**src/rtl/conv_out_drain.sv**
```systemverilog
// Output-BRAM drain: reads conv results through a 1-cycle BRAM pipeline into a prefetch FIFO
// and streams them out as an AXI-Stream master, one beat per cycle when the sink keeps up.
module conv_out_drain #(
    parameter int unsigned AXI_HP_BIT = 64,
    parameter int unsigned ADDR_WIDTH = 14,
    parameter int unsigned FIFO_DEPTH = 4
) (
    input  logic                  clk,
    input  logic                  reset,
    input  logic                  sudo_reset,
    input  logic                  drain_en,
    input  logic [ADDR_WIDTH-1:0] base_addr,
    input  logic [ADDR_WIDTH:0]   word_count,
    output logic                  busy,
    output logic                  drain_done,
    output logic                  out_rd_en,
    output logic [ADDR_WIDTH-1:0] out_rd_addr,
    input  logic [AXI_HP_BIT-1:0] out_rd_data,
    output logic [AXI_HP_BIT-1:0] m_axis_tdata,
    output logic                  m_axis_tvalid,
    input  logic                  m_axis_tready,
    output logic                  m_axis_tlast
);

    localparam int unsigned PtrW = $clog2(FIFO_DEPTH);
    localparam int unsigned CntW = $clog2(FIFO_DEPTH + 1);
    localparam int unsigned LenW = ADDR_WIDTH + 1;
    localparam logic [CntW:0] DepthC = (CntW + 1)'(FIFO_DEPTH);

    typedef enum logic [1:0] {StIdle, StRun, StDone} state_e;

    state_e                state_q, state_d;
    logic [ADDR_WIDTH-1:0] base_q, base_d;
    logic [LenW-1:0]       count_q, count_d;
    logic [LenW-1:0]       issued_q, issued_d;
    logic [LenW-1:0]       beats_q, beats_d;
    logic                  rd_en_q, rd_en_d;
    logic [ADDR_WIDTH-1:0] rd_addr_q, rd_addr_d;
    logic                  inflight_q, inflight_d;
    logic                  done_q, done_d;
    logic [PtrW-1:0]       wr_ptr_q, wr_ptr_d;
    logic [PtrW-1:0]       rd_ptr_q, rd_ptr_d;
    logic [CntW-1:0]       fifo_cnt_q, fifo_cnt_d;
    logic [AXI_HP_BIT-1:0] mem_q [FIFO_DEPTH];

    logic            push, pop, can_issue;
    logic [CntW:0]   occ;
    logic [LenW-1:0] last_idx;

    assign busy        = (state_q != StIdle);
    assign drain_done  = done_q;
    assign out_rd_en   = rd_en_q;
    assign out_rd_addr = rd_addr_q;

    always_comb begin
        m_axis_tvalid = (fifo_cnt_q != '0);
        m_axis_tdata  = mem_q[rd_ptr_q];
        last_idx      = count_q - LenW'(1);
        m_axis_tlast  = m_axis_tvalid && (beats_q == last_idx);
        pop           = m_axis_tvalid && m_axis_tready;
        push          = inflight_q;
        // Credit counts the read on the BRAM port this cycle as well as the one returning,
        // so every outstanding read already owns a FIFO slot.
        occ       = {1'b0, fifo_cnt_q} + {{CntW{1'b0}}, rd_en_q} + {{CntW{1'b0}}, inflight_q};
        can_issue = (issued_q < count_q) && (occ < DepthC);

        state_d    = state_q;
        base_d     = base_q;
        count_d    = count_q;
        issued_d   = issued_q;
        beats_d    = beats_q;
        rd_en_d    = 1'b0;
        rd_addr_d  = rd_addr_q;
        inflight_d = rd_en_q;
        done_d     = 1'b0;
        wr_ptr_d   = push ? wr_ptr_q + PtrW'(1) : wr_ptr_q;
        rd_ptr_d   = pop ? rd_ptr_q + PtrW'(1) : rd_ptr_q;
        fifo_cnt_d = fifo_cnt_q;
        if (push && !pop) fifo_cnt_d = fifo_cnt_q + CntW'(1);
        if (pop && !push) fifo_cnt_d = fifo_cnt_q - CntW'(1);

        unique case (state_q)
            StIdle: begin
                if (drain_en) begin
                    base_d   = base_addr;
                    count_d  = word_count;
                    issued_d = '0;
                    beats_d  = '0;
                    if (word_count == '0) begin
                        state_d = StDone;
                    end else begin
                        state_d   = StRun;
                        rd_en_d   = 1'b1;
                        rd_addr_d = base_addr;
                        issued_d  = LenW'(1);
                    end
                end
            end
            StRun: begin
                if (can_issue) begin
                    rd_en_d   = 1'b1;
                    rd_addr_d = base_q + issued_q[ADDR_WIDTH-1:0];
                    issued_d  = issued_q + LenW'(1);
                end
                if (pop) begin
                    beats_d = beats_q + LenW'(1);
                    if (m_axis_tlast) begin
                        state_d = StDone;
                        done_d  = 1'b1;
                    end
                end
            end
            StDone: begin
                // Entered with the pulse already raised, except on a zero-length drain.
                if (done_q) state_d = StIdle;
                else        done_d  = 1'b1;
            end
            default: state_d = StIdle;
        endcase

        if (sudo_reset) begin
            state_d    = StIdle;
            base_d     = '0;
            count_d    = '0;
            issued_d   = '0;
            beats_d    = '0;
            rd_en_d    = 1'b0;
            rd_addr_d  = '0;
            inflight_d = 1'b0;
            done_d     = 1'b0;
            wr_ptr_d   = '0;
            rd_ptr_d   = '0;
            fifo_cnt_d = '0;
        end
    end

    always_ff @(posedge clk or negedge reset) begin
        if (!reset) begin
            state_q    <= StIdle;
            base_q     <= '0;
            count_q    <= '0;
            issued_q   <= '0;
            beats_q    <= '0;
            rd_en_q    <= 1'b0;
            rd_addr_q  <= '0;
            inflight_q <= 1'b0;
            done_q     <= 1'b0;
            wr_ptr_q   <= '0;
            rd_ptr_q   <= '0;
            fifo_cnt_q <= '0;
        end else begin
            state_q    <= state_d;
            base_q     <= base_d;
            count_q    <= count_d;
            issued_q   <= issued_d;
            beats_q    <= beats_d;
            rd_en_q    <= rd_en_d;
            rd_addr_q  <= rd_addr_d;
            inflight_q <= inflight_d;
            done_q     <= done_d;
            wr_ptr_q   <= wr_ptr_d;
            rd_ptr_q   <= rd_ptr_d;
            fifo_cnt_q <= fifo_cnt_d;
        end
    end

    // Payload storage needs no reset; occupancy is tracked by the pointers and count.
    always_ff @(posedge clk) begin
        if (push) mem_q[wr_ptr_q] <= out_rd_data;
    end

endmodule

```
**config.mk**
```make
export PLATFORM = sky130hd
export DESIGN_NAME = conv_out_drain
export DESIGN_NICKNAME = d
export VERILOG_FILES = /design/src/rtl/conv_out_drain.sv
export SDC_FILE = /design/constraint.sdc
export NUM_CORES = 1
export LEC_CHECK = 0
export BUFFER_PORTS_ARGS = -buffer_cell sky130_fd_sc_hd__buf_2
export CAP_MARGIN = 20
export CORE_MARGIN = 2
export CORE_UTILIZATION = 35
export DETAILED_ROUTE_END_ITERATION = 12
export PLACE_DENSITY = 0.58
export REMOVE_ABC_BUFFERS = 1
export SYNTH_ARGS = -nofsm -noshare
export SYNTH_HDL_FRONTEND = slang
export SYNTH_SLANG_ARGS = --single-unit
```
**constraint.sdc**
```tcl
create_clock -name clk -period 3.56 [get_ports clk]
set_input_delay 0 -clock clk [delete_from_list [all_inputs] [get_ports clk]]
set_output_delay 0 -clock clk [all_outputs]
set_load 0.005 [all_outputs]
```
; ---- Word level (Yosys, flattened, before mapping)
; Memory sizes are Yosys's and may differ from the RTL's.
; Index checks and enable logic that the tools add are counted.
[word_totals]
input_bits = 98
register_bits = 85
n_memories = 1
elab_cells = 103
out_inout_bits = 83
ram_bits = 256
[memory_table]
columns = name, words, width, read_ports, rd_clocked_by_memory_dff, wr, line
row1 = mem_q, 4, 64, 1, 0, 1, 44  ; logic [AXI_HP_BIT-1:0] mem_q [FIFO_DEPTH];
[classes]
n_eq_ne = 9
reduce_logical = 22
addsub = 10
order_cmp = 2
mux = 47
[ops]
columns = op, count
row1 = 15-bit two-way mux, 9
row2 = 14-bit two-way mux, 7
row3 = 15-bit case mux with 2 select lines, 2
row4 = 15-bit by 1-bit adder with 15-bit output (second input constant), 2
row5 = 14-bit case mux with 2 select lines, 1
row6 = 2-bit two-way mux, 10
row7 = 3-bit != test (second input constant), 6
row8 = 15-bit == test, 1
row9 = 15-bit zero test, 1
row10 = 15-bit less-than comparator, 1
row11 = 15-bit by 1-bit subtractor with 15-bit output (second input constant), 1
row12 = 14-bit adder, 1
row13 = 1-bit two-way mux, 12
row14 = 2-bit nonzero test, 5
row15 = 3-bit two-way mux, 3
row16 = 3-bit nonzero test, 3
row17 = 4-bit AND reduction, 2
row18 = 2-bit case mux with 3 select lines, 1
row19 = 3-bit AND reduction, 2
row20 = 1-bit logical AND, 5
row21 = 2-bit by 1-bit adder with 2-bit output (second input constant), 2
row22 = 3-bit by 1-bit adder with 4-bit output, 1
row23 = 4-bit by 1-bit adder with 4-bit output, 1
row24 = 4-bit by 3-bit less-than comparator with 1-bit output (second input constant), 1
row25 = 8 further kinds, 10

; ---- Longest topological paths before layout
; Gate-level depths: netlist of the first run.
[depth]
word_depth = 7
ltp_mapped = 11
mapped_depth_nobuf = 10

; ---- Worst setup path after synthesis of the first run
; No wires, ideal clock.
[synth_path]
kind = reg2reg
from = register count_q[0]
to = register state_q[0]
arrival_ps = 2628
t_required_ps = 3456
setup_ps = 104
path_buffers = 0
stages_incl_launch_ff = 10
path_slack_ps = 828
synth_period_minus_slack_ps = 2732
path_cell_list = dfrtp_1 inv_1 ha_1 or4b_4 or4_1 o311ai_0 o32ai_2 nor4_4 mux2_1 o311ai_1
[synth_between]
elab_chain_len = 5
[synth_lines]
columns = element, line
row1 = "start, declared", 34  ; logic [LenW-1:0] count_q, count_d;
row2 = "start signal, assigned", 154  ; count_q <= count_d;
row3 = 15-bit by 1-bit subtractor with 15-bit output, 58  ; last_idx = count_q - LenW'(1);
row4 = 15-bit == test, 59  ; m_axis_tlast = m_axis_tvalid && (beats_q == last_idx);
row5 = 1-bit logical AND, 59
row6 = 3-bit != test (no source line), n/a
row7 = 4-bit AND reduction (no source line), n/a
row8 = "end signal, assigned", 139  ; state_q <= StIdle;
row9 = "end signal, assigned", 152  ; state_q <= state_d;
row10 = "end, declared", 32  ; state_e state_q, state_d;
; Every way passes these cells.
; A chain may end at the register's enable or synchronous reset.

; ---- Worst setup path after layout of the first run
[layout_path]
from = register count_q[0]
to = output m_axis_tlast
[layout_between]
elab_chain_len = 3
[layout_lines]
columns = element, line
row1 = 15-bit by 1-bit subtractor with 15-bit output, 58
row2 = 15-bit == test, 59
row3 = 1-bit logical AND, 59
row4 = "end, declared", 22  ; output logic m_axis_tlast
; Every way passes these cells.

==> flow_metrics.tcl, run 1 <==
set metrics [dict create \
    max_stage_delay_ns 0.57 \
    yosysWarnings 0 \
    h-tree-depth 2 \
    startpoint_type "flop" \
    grt_pass1_wl_mm 53.7 \
    worstPathRequired_ns 3.56 \
    cp_cell_sequence "inv_1, ha_1, or4b_4, or4_1, o311ai_0, o32ai_2, nor4_1, buf_2" \
    p_sw_frac 0.278 \
    syn_area_um2 14700 \
    wl_per_cell_um 19.0 \
    synth_edf_count 256 \
    max_freq_mhz 296 \
    initial_core_util 0.353 \
    p_switching_uw 3040 \
    synth.distinct_cells 70 \
    synthTopCellsByArea "edfxtp_1 (52%), dfrtp_1 (14%), mux4_2 (9.8%)" \
    cp-end-kind "output port" \
    yosys.area.top_type "edfxtp_1" \
    ys_seq_elements 341 \
    synth.most_common_cell "edfxtp_1" \
    area_delta_synth_final_pct 26.0 \
    hold_violations 0 \
    syn_area_per_cell_um2 16.1 \
    num_rows 75 \
    worstSkewPairLatency_ns 0.55 \
    num_vias 9092 \
    post_cts_buffers 0 \
    powerDensity_nw_per_um2 588 \
    die_h_um 209 \
    sequentialPowerShare 0.440 \
    rsz0062_at_grt "false" \
    regToRegSetupSlack_ns 0.59 \
    drc 0 \
    grt_pass1_vias 9467 \
    path_buf_inv 2 \
    portBuffers 180 \
    cap_violations 0 \
    p_leak_uw 0.00704 \
    pwr-share-comb 0.216 \
    cp.arrival_ns 3.37 \
    regToRegStartpoint "count_q[0]" \
    wl_mm 33.9 \
    final_net_count 1353 \
    pin_count 181 \
    p_int_uw 7880 \
    viasPerCell 5.09 \
    critPathKind "reg -> out" \
    cp_slowest_cell "nor4_1" \
    p_clk_frac 0.344 \
    min_path_type "in -> async" \
    die_area_um2 43700 \
    finalSetupTns_ns 0 \
    tritoncts "built" \
    path_clk_slew_ns 0.06 \
    place_hpwl_mm 22.2 \
    reg2reg_to "state_q[0]" \
    post-route-period-util 0.948 \
    cp_max_fo 6 \
    setup_viol 0 \
    numCtsBuffers 40 \
    dr.first_iter.drc_count 487 \
    cts_root_buf "clkbuf_16" \
    drive_gt1_frac 0.284 \
    crit_family "simple AND/OR/NAND/NOR gates" \
    netlist_top_cells_count "edfxtp_1 (256), dfrtp_1 (85), mux4_2 (64), nor2_1 (58), ha_1 (38)" \
    skew_ns 0.0248 \
    first_pass_iters 5 \
    ys_seq_area_frac 0.666 \
    final_cells 1786 \
    worstRegToRegCells 9 \
    fin_crit_ns 3.37 \
    place_inst 1614 \
    ys.flop_type "edfxtp_1" \
    finalWeightedCongestion 0.823 \
    status "finished clean" \
    cts.sinks 341 \
    netlist_instances 912 \
    relSlewSlack 0.486 \
    hold_buffers 97 \
    n_fill_cell 3680 \
    die_w_um 209 \
    worstMarginPinSlew_ns 0.771 \
    cts_buffer_depth 3 \
    grt_overflow_total 0 \
    cts-resized-gates 0 \
    irDropWorstVdd_mv 0.316 \
    grt_use_total 0.158 \
    grt_antenna_before_repair 1 \
    synth_top_area_frac 0.522 \
    grt_max_degree 58 \
    drv_slew 0 \
    design.core.area_um2 41800 \
    async_flop_share 0.249 \
    detail-route-antenna-nets 0 \
]
==> worst max path at each step <==
stage | startpoint | endpoint | slack [ns] | cells after the start
after CTS | count_q[0] | m_axis_tlast | 0.17 | 8
after detailed placement | count_q[0] | state_q[0] | 0.57 | 9
after global placement | count_q[0] | state_q[0] | 0.63 | 9
after global routing | count_q[0] | m_axis_tlast | 0.05 | 8
final | count_q[0] | m_axis_tlast | 0.19 | 8
after floorplan | state_q[0] | out_rd_addr[0] | 0.16 | 7
==> cell type report <==
type	instances	area, µm²	area share
Antenna cell	1	2.50	0.000135
Clock buffer	57	1110	0.0597
Clock inverter	16	104	0.00560
Inverter	30	113	0.00607
Multi-Input combinational cell	503	4670	0.252
Sequential cell	341	9820	0.529
Tap cell	539	674	0.0363
Timing Repair Buffer	299	2070	0.111
==> metal layers <==
layer	vias to the layer above	part of all wire	GRT usage
li1	4205	-	-
met3	43	0.051	0.0295
met2	243	0.49	0.267
met4	0	0.019	0.0495
met5	-	0	0
met1	4601	0.44	0.205
==> logic make-up after synthesis <==
kind of cell               after synthesis  synth area share
adders and majority gates               40            0.0350
buffers and inverters                   68            0.0180
AOI/OAI and AO/OA                      130            0.0665
and+or+nand+nor                        199            0.0717
muxes                                   85             0.113
xor gates and xnor gates                49            0.0291
DFF                                    341             0.666
==> placed cells by master, fill, tap and decap left out, types with 18 or more instances in the layout <==
cell | netlist | layout
nand2_1 | 26 | 26
inv_1 | 30 | 30
a21oi_1 | 24 | 23
dfrtp_1 | 85 | 83
ha_1 | 38 | 38
nand4_1 | 26 | 26
dlygate4sd3_1 | 0 | 97
a22o_1 | 33 | 33
edfxtp_1 | 256 | 256
buf_4 | 0 | 20
mux4_2 | 64 | 64
buf_2 | 1 | 179
xnor2_1 | 18 | 18
clkbuf_16 | 0 | 42
nor2_1 | 58 | 58
xor2_1 | 31 | 31
==> state kept, by name, summed over array words and instances (netlist names), 2 cells and up <==
signal,flops
state_q,2
mem_q,256
wr_ptr_q,2
out_rd_addr,14
count_q,15
issued_q,15
rd_ptr_q,2
beats_q,15
base_q,14
fifo_cnt_q,3
==> per-stage QoR <==
step / util / hold slack (ns) / total power (µW) / setup slack, ns / cell area, µm²
final: 0.444 / 0.0719 / 10900 / 0.186 / 18600
after global routing: 0.444 / 0.141 / 11500 / 0.0490 / 18600
after CTS: 0.444 / 0.0729 / 11100 / 0.175 / 18500
after detailed placement: 0.392 / 0.134 / 7180 / 0.571 / 16400
after global placement: 0.392 / 0.129 / 7170 / 0.627 / 16400
after floorplan: - / -0.296 / 6270 / 0.156 / 14600
==> power by group through the flow <==
stage               registers [µW]  clock network (µW)  logic (µW)
floorplan                     4890                   0        1380
detailed placement            4890                   0        2290
CTS                           4820                3900        2380
global placement              4880                   0        2290
finish                        4810                3750        2360
global route                  4850                4060        2590
Power figures use the tool's default switching activity.
==> inputs of run 2 (changes only) <==
CAP_MARGIN = default   (was 20)
PLACE_DENSITY = default   (was 0.58)
PLACE_DENSITY_LB_ADDON = 0.1   (was default)
==> run 2 against run 1 <==
  * Die area stayed put
  * Via count fell by 1.3%
  * Total power increased by 1.6%
  * Clock skew fell by 0.012 ns
  * Critical path type unchanged
  * Largest cell class unchanged
  * Largest power group unchanged
==> flow_metrics.tcl, run 2 (same netlist as run 1, synthesis figures left out) <==
set metrics [dict create \
    status "finished clean" \
    final_net_count 1349 \
    finalWeightedCongestion 0.787 \
    setup_viol 0 \
    worstMarginPinSlew_ns 1.04 \
    grt_use_total 0.162 \
    irDropWorstVdd_mv 0.269 \
    place_hpwl_mm 22.4 \
    numCtsBuffers 40 \
    tritoncts "built" \
    cts_root_buf "clkbuf_16" \
    grt_overflow_total 0 \
    p_leak_uw 0.00703 \
    final_util 0.444 \
    hold_buffers 97 \
    grt_max_degree 65 \
    hold_violations 0 \
    num_rows 75 \
    area_delta_synth_final_pct 26.0 \
    powerDensity_nw_per_um2 598 \
    die_w_um 209 \
    wl_mm 34.8 \
    relSlewSlack 0.305 \
    wl_per_cell_um 19.6 \
    final_cells 1776 \
    worstSkewPairLatency_ns 0.55 \
    design.core.area_um2 41800 \
    viasPerCell 5.05 \
    top_register "mem_q" \
    p_switching_uw 3040 \
    cap_violations 0 \
    p_sw_frac 0.274 \
    rsz0062_at_grt "false" \
    cp.arrival_ns 3.24 \
    cp_max_fo 6 \
    grt_antenna_before_repair 0 \
    sequentialPowerShare 0.436 \
    skew_ns 0.0124 \
    finalSetupTns_ns 0 \
    drc 0 \
    place_inst 1611 \
    cts-resized-gates 0 \
    grt_pass1_vias 9520 \
    drive_gt1_frac 0.280 \
    critPathKind "reg -> out" \
    grt_pass1_wl_mm 54.5 \
    h-tree-depth 2 \
    cts.sinks 341 \
    max_freq_mhz 308 \
    pwr-share-comb 0.211 \
    portBuffers 180 \
    drv_slew 0 \
    post-route-period-util 0.911 \
    diodes 0 \
    pin_count 181 \
    num_vias 8976 \
    design_area_um2 18600 \
    path_clk_slew_ns 0.06 \
    startpoint_type "flop" \
    min_path_type "in -> async" \
    mostFrequentLayoutCells "edfxtp_1 (256), buf_2 (179), dlygate4sd3_1 (97)" \
    post_cts_buffers 0 \
    cts_buffer_depth 3 \
    p_clk_frac 0.353 \
    die_h_um 209 \
    largest_reg_flops 256 \
    first_pass_iters 5 \
    place_ws_ns 0.545 \
    p_int_uw 8050 \
    cp-end-kind "output port" \
    dr.first_iter.drc_count 400 \
    dpl_cell_area_um2 16300 \
    worstPathRequired_ns 3.56 \
    fin_ws_ns 0.317 \
    fin_crit_ns 3.24 \
    layout_commonest_cell "edfxtp_1" \
    die_area_um2 43700 \
    detail-route-antenna-nets 0 \
    initial_core_util 0.353 \
]
-- run 2: cell types whose count changed in the layout (fill, tap and decap cells not counted), sizes merged --
cell,change
clkbuf,-8
clkinvlp,-1
bufinv,+4
diode,-1
inv,+1
buf,-4
clkinv,-1
-- run 2: power groups by stage --
stage	Clock (µW)	Combinational, µW	Sequential (µW)
detailed placement	0	2300	4930
floorplan	0	1380	4890
finish	3910	2340	4830
global route	4200	2580	4880
CTS	4030	2400	4850
global placement	0	2290	4920
-- run 2: path summary, 6_finish.rpt --
check / start / endpoint / slack (ns) / cells after the start
worst max-delay path: count_q[0] / m_axis_tlast / 0.32 / 8
worst min-delay path: reset / out_rd_addr[9] / 0.07 / 2
worst max register to register: count_q[0] / state_q[0] / 0.61 / 9
worst min register to register: out_rd_addr[5] / out_rd_addr[5] / 0.51 / 1
max in group asynchronous: reset / beats_q[9] / 2.58 / 3
min in group clk: out_rd_data[45] / mem_q[3][45] / 0.21 / 2
-- run 2: final cells by class --
class / instances / area [µm²]
Fill cell: 3781 / 23200
Tap cell: 539 / 674
Clock buffer: 49 / 1030
Multi-Input combinational cell: 503 / 4670
Sequential cell: 341 / 9820
Clock inverter: 19 / 199
Timing Repair Buffer: 295 / 2050
Inverter: 30 / 113
-- run 2: per-layer routing --
layer | vias up | GRT usage | share of wire
met3 | 59 | 0.0281 | 0.041
met5 | - | 0 | 0
met1 | 4522 | 0.208 | 0.44
li1 | 4197 | - | -
met4 | 0 | 0.0601 | 0.025
met2 | 198 | 0.277 | 0.50
-- run 2: critical path, cell delays in order (launching register included) --
cell and delay, ns:
dfrtp_1 0.42, inv_1 0.10, ha_1 0.21, or4b_4 0.52, or4_1 0.51, o311ai_0 0.13, o32ai_2 0.19, nor4_1 0.45
buf_2 0.19
-- run 2: stage by stage --
stage,hold slack (ns),total power (µW)
2_1_floorplan,-0.296,6270
3_3_place_gp,0.147,7220
3_5_place_dp,0.144,7230
4_1_cts,0.0857,11300
5_1_grt,0.161,11700
6_report,0.0734,11100
==> inputs of run 3 (changes only) <==
MAX_ROUTING_LAYER = met4   (was default)
RECOVER_POWER = 100   (was default)
==> run 3 against run 2 <==
  * The flow now finishes with violations (capacitance limit, slew limit)
  * Total power is 1.0% lower
  * Utilization is 0.56 points lower
  * Non-clock buffer count stayed put
  * Critical path depth is 4 lower
  * Worst hold slack better by 0.15 ns
  * Clock-buffer cell count stayed put
==> flow_metrics.tcl, run 3 (same netlist as run 1, synthesis figures left out) <==
set metrics [dict create \
    skew_ns 0.0143 \
    num_rows 75 \
    min_to "base_q[12]" \
    detail-route-antenna-nets 0 \
    initial_core_util 0.353 \
    path_clk_slew_ns 0.06 \
    dr.first_iter.drc_count 390 \
    largest_reg_flops 256 \
    grt_use_total 0.167 \
    portBuffers 180 \
    grt_pass1_wl_mm 54.6 \
    violations "capacitance limit, slew limit" \
    powerDensity_nw_per_um2 599 \
    met2_usage 0.276 \
    status "finished with violations" \
    relSlewSlack -0.603 \
    grt-busiest-layer "met2" \
    top_register "mem_q" \
    tritoncts "built" \
    final_net_count 1349 \
    min_path_type "in -> reg" \
    cp.arrival_ns 3.44 \
    hold_violations 0 \
    drv_slew 318 \
    cp_cell_sequence "inv_1, ha_1, and2_1, buf_2" \
    holdWs_ns 0.225 \
    irDropWorstVdd_mv 0.267 \
    grt_antenna_before_repair 0 \
    grt_overflow_total 0 \
    numCtsBuffers 40 \
    die_w_um 209 \
    worstSkewPairLatency_ns 0.55 \
    viasPerCell 5.04 \
    num_vias 8948 \
    wl_mm 34.8 \
    p_leak_uw 0.00666 \
    worstPathRequired_ns 3.76 \
    cap_violations 7 \
    regToRegSetupSlack_ns 0.33 \
    max_stage_delay_ns 1.64 \
    regToRegStartpoint "wr_ptr_q[0]" \
    reg2reg_to "mem_q[0][54]" \
    grt_pass1_vias 9511 \
    grt.met1_usage 0.209 \
    cts_root_buf "clkbuf_16" \
    drc 0 \
    path_buf_inv 2 \
    layout_commonest_cell "edfxtp_1" \
    die_area_um2 43700 \
    design.core.area_um2 41800 \
    setup_viol 0 \
    crit_family "simple AND/OR/NAND/NOR gates" \
    fin_crit_ns 3.23 \
    mostFrequentLayoutCells "edfxtp_1 (256), clkbuf_1 (128), dlygate4sd3_1 (97)" \
    diodes 0 \
    cp_slowest_cell "and2_1" \
    use_met3 0.0281 \
    finalSetupTns_ns 0 \
    die_h_um 209 \
    startpoint_type "flop" \
    min_path_cells 3 \
    grt_max_degree 65 \
    place_hpwl_mm 22.4 \
    cp-end-kind "flop" \
    post-route-period-util 0.908 \
    cts.sinks 341 \
    cts_buffer_depth 3 \
    wl_per_cell_um 19.6 \
    drive_gt1_frac 0.177 \
    first_pass_iters 5 \
    area_delta_synth_final_pct 24.4 \
    critPathKind "reg -> reg" \
    h-tree-depth 2 \
    pin_count 181 \
    max_freq_mhz 309 \
    rsz0062_at_grt "false" \
    worstRegToRegCells 4 \
    holdCritStartpoint "base_addr[12]" \
    cp_max_fo 41 \
    finalWeightedCongestion 0.798 \
    worstMarginPinSlew_ns 2.40 \
]
-- run 3: changes by cell type in the layout (fill, tap and decap cells not counted), sizes merged --
cell    change
buf       -125
clkbuf    +125
-- run 3: timing repair --
item | 4_1_cts | 5_1_grt
gates resized for setup | 0 | 0
hold endpoints to repair | 366 | 0
hold buffers | 97 | 0
buffers inserted | 0 | 0
-- run 3: power by group --
group | internal (µW) | switching, µW | leakage (µW)
logic | 1040 | 1190 | 0.00259
registers | 4570 | 269 | 0.00346
clock network | 2340 | 1570 | 0.000601
total | 7950 | 3030 | 0.00666
-- run 3: area by class of cell --
| cell class | count | area, µm² |
|---|---|---|
| fill | 3830 | 23400 |
| sequential | 341 | 9820 |
| multi-input combinational | 503 | 4630 |
| timing repair buffer | 295 | 1850 |
| clock buffer | 49 | 1030 |
| tap | 539 | 674 |
| clock inverter | 19 | 199 |
| inverter | 30 | 113 |
-- run 3: how the worst max path moves through the flow --
stage | start | end | slack, ns | depth (start not counted)
floorplan | state_q[0] | out_rd_addr[0] | 0.16 | 7
CTS | count_q[0] | m_axis_tlast | 0.17 | 8
global route | sudo_reset | out_rd_addr[9] | 0.02 | 9
finish | wr_ptr_q[0] | mem_q[0][54] | 0.33 | 4
global placement | inflight_q | out_rd_addr[1] | 0.61 | 8
detailed placement | inflight_q | out_rd_addr[6] | 0.54 | 8
-- run 3: metal layers --
layer,up-vias,wire (µm)
met3,60,1430
met2,201,17200
li1,4199,-
met5,-,0
met4,0,843
met1,4488,15300
-- run 3: worst register-to-register path, delay by kind of cell (launching register included) --
family,cells,cell delay [ns]
buf+inv,2,0.69
fa+ha+maj,1,0.13
simple gates,1,1.64
flops,1,0.42
-- run 3: through the flow --
stage | total power (µW) | util | cells | instance area, µm² | setup WS, ns
CTS | 11300 | 0.444 | 1776 | 18600 | 0.168
detailed placement | 7230 | 0.392 | 1611 | 16300 | 0.545
global route | 11500 | 0.439 | 1776 | 18300 | 0.0225
global placement | 7220 | 0.392 | 1611 | 16300 | 0.606
finish | 11000 | 0.439 | 1776 | 18300 | 0.326
floorplan | 6270 | - | 874 | 14600 | 0.156
